`config.mk`:
```
export PLATFORM = sky130hd
export DESIGN_NAME = ps2_keyboard_port
export DESIGN_NICKNAME = d
export VERILOG_FILES = /design/src/rtl/ps2_keyboard_port.sv
export SDC_FILE = /design/constraint.sdc
export NUM_CORES = 1
export LEC_CHECK = 0
export CORE_ASPECT_RATIO = 0.7
export CORE_MARGIN = 10
export CORE_UTILIZATION = 57
export CTS_CLUSTER_DIAMETER = 80
export CTS_CLUSTER_SIZE = 10
export DETAILED_ROUTE_END_ITERATION = 10
export PLACE_DENSITY = 0.79
export SETUP_SLACK_MARGIN = 0.5
export SYNTH_ARGS = -nofsm -noshare
export SYNTH_HDL_FRONTEND = slang
export SYNTH_SLANG_ARGS = --single-unit
export TNS_END_PERCENT = 20
```
`constraint.sdc`:
```
create_clock -name clk -period 2.5 [get_ports clk]
set_input_delay 0.375 -clock clk [delete_from_list [all_inputs] [get_ports clk]]
set_output_delay 0.375 -clock clk [all_outputs]
set_load 0.03 [all_outputs]
```
`src/rtl/ps2_keyboard_port.sv`:
```
// PS/2 keyboard receiver: synchronizes the raw PS/2 lines, deframes
// 11-bit frames (start, 8 data LSB first, odd parity, stop), folds the
// E0/F0 prefix bytes into flags, and holds one key code for the CPU.
module ps2_keyboard_port #(
    parameter int unsigned TIMEOUT_CYCLES = 200000
) (
    input  logic        clk,
    input  logic        reset,
    input  logic        ps2_clk,
    input  logic        ps2_data,
    input  logic        keyboard_clear_on_read,
    output logic [15:0] keyboard_data,
    output logic        overrun,
    output logic        frame_error
);

    localparam int TW = $clog2(TIMEOUT_CYCLES + 1);
    localparam logic [TW-1:0] TO_LAST = TW'(TIMEOUT_CYCLES - 1);

    typedef enum logic [1:0] {IDLE, DATA, PARITY, STOP} state_t;

    state_t        state, state_n;
    logic [2:0]    ps2_clk_sync;   // [0],[1] synchronizer, [2] edge history
    logic [1:0]    ps2_data_sync;
    logic          fall;
    logic          sdata;
    logic [2:0]    bit_cnt;
    logic [7:0]    shift_reg;
    logic          par_bit;
    logic [TW-1:0] tcnt;
    logic          timeout_hit;
    logic          ext_pending, brk_pending;
    logic          stop_edge, byte_ok, byte_bad, code_valid;
    logic [15:0]   code;

    assign sdata = ps2_data_sync[1];
    assign fall  = ps2_clk_sync[2] & ~ps2_clk_sync[1];
    assign timeout_hit = (state != IDLE) && !fall && (tcnt == TO_LAST);

    // Bring the asynchronous PS/2 lines into the clk domain (idle high)
    always_ff @(posedge clk or negedge reset) begin
        if (!reset) begin
            ps2_clk_sync  <= 3'b111;
            ps2_data_sync <= 2'b11;
        end else begin
            ps2_clk_sync  <= {ps2_clk_sync[1:0], ps2_clk};
            ps2_data_sync <= {ps2_data_sync[0], ps2_data};
        end
    end

    // FSM state register
    always_ff @(posedge clk or negedge reset) begin
        if (!reset) state <= IDLE;
        else        state <= state_n;
    end

    // FSM next-state: one transition per ps2_clk falling edge, or abandon on timeout
    always_comb begin
        state_n = state;
        case (state)
            IDLE:   if (fall && !sdata) state_n = DATA;
            DATA:   if (timeout_hit) state_n = IDLE;
                    else if (fall && bit_cnt == 3'd7) state_n = PARITY;
            PARITY: if (timeout_hit) state_n = IDLE;
                    else if (fall) state_n = STOP;
            STOP:   if (timeout_hit || fall) state_n = IDLE;
            default: state_n = IDLE;
        endcase
    end

    // FSM outputs: classify the frame on the stop-bit edge
    always_comb begin
        stop_edge  = (state == STOP) && fall;
        byte_ok    = stop_edge && sdata && (^{shift_reg, par_bit});
        byte_bad   = stop_edge && !(sdata && (^{shift_reg, par_bit}));
        code_valid = byte_ok && (shift_reg != 8'hE0) && (shift_reg != 8'hF0);
        code       = {1'b1, brk_pending, ext_pending, 5'b0, shift_reg};
    end

    // Bit counter, shift register, parity capture and inter-edge timeout
    always_ff @(posedge clk or negedge reset) begin
        if (!reset) begin
            bit_cnt   <= '0;
            shift_reg <= '0;
            par_bit   <= 1'b0;
            tcnt      <= '0;
        end else begin
            if (state == IDLE || fall || timeout_hit) tcnt <= '0;
            else                                      tcnt <= tcnt + TW'(1);
            if (fall) begin
                case (state)
                    IDLE:    bit_cnt <= '0;
                    DATA: begin
                        shift_reg <= {sdata, shift_reg[7:1]};
                        bit_cnt   <= bit_cnt + 3'd1;
                    end
                    PARITY:  par_bit <= sdata;
                    default: ;
                endcase
            end
        end
    end

    // Prefix flags: E0 marks extended, F0 marks break; consumed by the next code
    always_ff @(posedge clk or negedge reset) begin
        if (!reset) begin
            ext_pending <= 1'b0;
            brk_pending <= 1'b0;
        end else if (byte_bad) begin
            ext_pending <= 1'b0;
            brk_pending <= 1'b0;
        end else if (byte_ok) begin
            if (shift_reg == 8'hE0)      ext_pending <= 1'b1;
            else if (shift_reg == 8'hF0) brk_pending <= 1'b1;
            else begin
                ext_pending <= 1'b0;
                brk_pending <= 1'b0;
            end
        end
    end

    // Held code register; a clear in the same cycle lets a new code in
    always_ff @(posedge clk or negedge reset) begin
        if (!reset) begin
            keyboard_data <= 16'h0000;
            overrun       <= 1'b0;
            frame_error   <= 1'b0;
        end else begin
            frame_error <= byte_bad;
            if (code_valid) begin
                if (keyboard_clear_on_read || !keyboard_data[15]) keyboard_data <= code;
                else                                              overrun <= 1'b1;
                if (keyboard_clear_on_read) overrun <= 1'b0;
            end else if (keyboard_clear_on_read) begin
                keyboard_data <= 16'h0000;
                overrun       <= 1'b0;
            end
        end
    end

endmodule

```
==> impl_metrics.env <==
export IMPL_drt_antenna_violating_nets=0
export IMPL_place_area_sq_mm=0.002789
export IMPL_yosys_most_used_dff="dfrtp_1"
export IMPL_setup_tns_ps=0
export IMPL_period_needed_ps=1921
export IMPL_gp_routability_congestion=0.8657
export IMPL_resized_gates_after_cts=0
export IMPL_clock_network_power_share=0.231
export IMPL_max_freq_mhz=520.7
export IMPL_grt_antenna_before_repair=0
export IMPL_die_area_sq_mm=0.007634
export IMPL_start_util=0.5899
export IMPL_fp_row_count=20
export IMPL_tritoncts_clock_tree="done"
export IMPL_post_route_cell_area_sq_mm=0.002889
export IMPL_sequential_cell_area_sq_mm=0.001308
export IMPL_finalHoldViolCount=0
export IMPL_die_w_microns=100.2
export IMPL_grt_max_degree=43
export IMPL_synth_edff_count=0
export IMPL_hold_slack_ps=188.9
export IMPL_syn_inst=246
export IMPL_finalNetCount=275
export IMPL_synth_simple_area_share=0.2119
export IMPL_power_density_cell_area_mw_per_mm2=766.9
export IMPL_tritoncts_num_sinks=52
export IMPL_synth_seq_area_share=0.5090
export IMPL_worst_setup_path_start_kind="register"
export IMPL_synth_compound_area_frac=0.1247
export IMPL_critPathMaxFanout=10
export IMPL_syn_to_final_growth_pct=12.47
export IMPL_buffer_ports_inserted=17
export IMPL_die_h_microns=76.17
export IMPL_route_detailed_vias_per_inst=5.824
export IMPL_placeable_core_region_sq_mm=0.004354
export IMPL_relSlewSlack=0.4024
export IMPL_worstSetupEndpointType="register"
export IMPL_layout_common_cells="47 x dfrtp_1, 20 x nand2_1, 17 x o21ai_0"
export IMPL_max_slew_worst_pin_slew_ps=896.4
export IMPL_number_of_flip_flops_in_the_largest_register=18
export IMPL_footprint_of_the_multi_input_gates_sq_mm=0.001146
export IMPL_avgRoutedWirePerCell_microns=16.56
export IMPL_drive_gt1_frac=0.1157
export IMPL_total_design_power_mw=2.216
export IMPL_max_clock_skew_ps=12.48
export IMPL_synth_xor_area_frac=0.06624
export IMPL_synth_adder_area_share=0.01461
export IMPL_timing_critical_path_arrival_ps=2080
export IMPL_synth_top_family_by_area="simple AND/OR/NAND/NOR gates"
export IMPL_ys_warn_count=0
export IMPL_cts_reportedPaths_clkPinSlew_ps=100
export IMPL_path_class="reg2reg"
export IMPL_drt_pass1_iter_count=5
export IMPL_setup_violation_total_in_the_final_timing_report=0
export IMPL_finalWirelength_mm=5.349
export IMPL_share_of_synthesized_area_spent_on_multiplexers=0.02143
export IMPL_power_leakage_nw=1.198
export IMPL_grt_pass1_vias=1680
export IMPL_num_antenna_cells=0
export IMPL_drv_cap=0
export IMPL_intPower_mw=1.480
export IMPL_place_detailed_hpwl_mm=3.823
export IMPL_comb_power_share=0.299
export IMPL_synth_cell_type_count=50
export IMPL_cts_inserted_buffers=5
export IMPL_ys_async_sr_fraction=1.000
export IMPL_num_vias=1881
export IMPL_grt_setup_unrepaired="no"
export IMPL_cts_root_to_sink_buffers=2
export IMPL_finalMaxSlewViolations=0
export IMPL_postCtsSetupBuffers=0
export IMPL_holdBufCountCts=0
export IMPL_syn_mean_instance_area_sq_um=10.44
export IMPL_h_tree_levels=2
export IMPL_holdCritPathClass="in2async"
export IMPL_combined_global_route_utilization_of_all_metal_layers=0.1396
export IMPL_crit_reg2reg_launch="shift_reg[0]"
export IMPL_final_min_period_over_clock_period=0.7683
export IMPL_synthesis_area_sq_mm=0.002569
export IMPL_yosys_register_bits=52
export IMPL_final_common_cell="dfrtp_1"
export IMPL_placedCellCount=315
export IMPL_post_route_drc_count=0
export IMPL_first_pass_grt_wire_length_mm=8.790
export IMPL_grt_ovfl_total=0
export IMPL_critical_path_required_ps=2660
export IMPL_run_status="completed"
export IMPL_power_frac_seq=0.470
export IMPL_pin_count=23
export IMPL_switching_share=0.3321
export IMPL_clk_root_buffer_cell="clkbuf_8"
export IMPL_detail_route_iter0_violations=154
export IMPL_crit_path_start="shift_reg[0]"
export IMPL_final_cells=323
export IMPL_power_switching_mw=0.7358
export IMPL_worst_ir_drop_vdd_v=0.0004251
export IMPL_clk_latency_ps=300
export IMPL_fillers=343
[worst max-delay path, cell delays in order (launching register included)]
cell and delay (ps):
dfrtp_1 430, xnor3_2 450, a2111o_1 410, mux2i_4 320, o32ai_1 170
[per-layer routing]
metal	track usage	routed length, microns	vias up	share of wire
met5	0	0	-	0
met4	0.03380	39	0	0.0073
met3	0.04257	412	4	0.077
met2	0.1756	2171	58	0.41
met1	0.2197	2726	922	0.51
li1	-	-	897	-
[kinds of logic (layout without fill, tap and decap cells)]
kind of cell    after synthesis  count (layout)
flops                        52              52
other cells                   1               5
buf+inv                      28              46
mux                           4               4
compound gates               46              46
fa+ha+maj                     3               3
xor+xnor                     16              16
simple gates                 96              96
[power by group through the flow]
stage          logic (mW)  registers [mW]  clock network (mW)
6_report            0.663            1.04               0.511
5_1_grt             0.725            1.06               0.555
4_1_cts             0.655            1.04               0.522
3_5_place_dp        0.654            1.05                   0
3_3_place_gp        0.648            1.05                   0
2_1_floorplan       0.542            1.01                   0
[Yosys cell counts, types with 5 or more instances]
cell / count / area [sq um]
o21ai_0: 17 / 85.08
a21oi_1: 8 / 40.04
buf_4: 6 / 45.04
nand2_1: 20 / 75.07
xnor2_1: 9 / 78.83
o32ai_1: 10 / 87.58
nand3_1: 11 / 55.05
xor2_1: 5 / 43.79
nor2_1: 16 / 60.06
dfstp_2: 5 / 131.4
inv_1: 15 / 56.30
nand2b_1: 12 / 75.07
dfrtp_1: 47 / 1176
[path summary, 6_finish.rpt]
path	end	slack (ps)	cells past startpoint
worst max-delay path	keyboard_data[14]	580	4
worst min-delay path	tcnt[16]	190	1
worst max register to register	keyboard_data[14]	580	4
worst min register to register	ps2_data_sync[1]	360	0
max in group asynchronous	keyboard_data[1]	1650	2
min in group clk	ps2_data_sync[1]	360	0
[final cells by class]
cell class                      count  area share
Timing Repair Buffer               23     0.07276
Inverter                           15     0.01949
Multi-Input combinational cell    170      0.3967
Tap cell                           55     0.02382
Sequential cell                    52      0.4526
Clock buffer                        8     0.03465
[per-stage QoR]
step           worst slack [ps]    util
6_report                  579.3  0.6635
5_1_grt                   541.9  0.6635
4_1_cts                   604.8  0.6635
3_5_place_dp              617.5  0.6405
3_3_place_gp              679.9  0.6405
2_1_floorplan             647.3       -
Note: power is estimated with default switching activity, not from simulation.
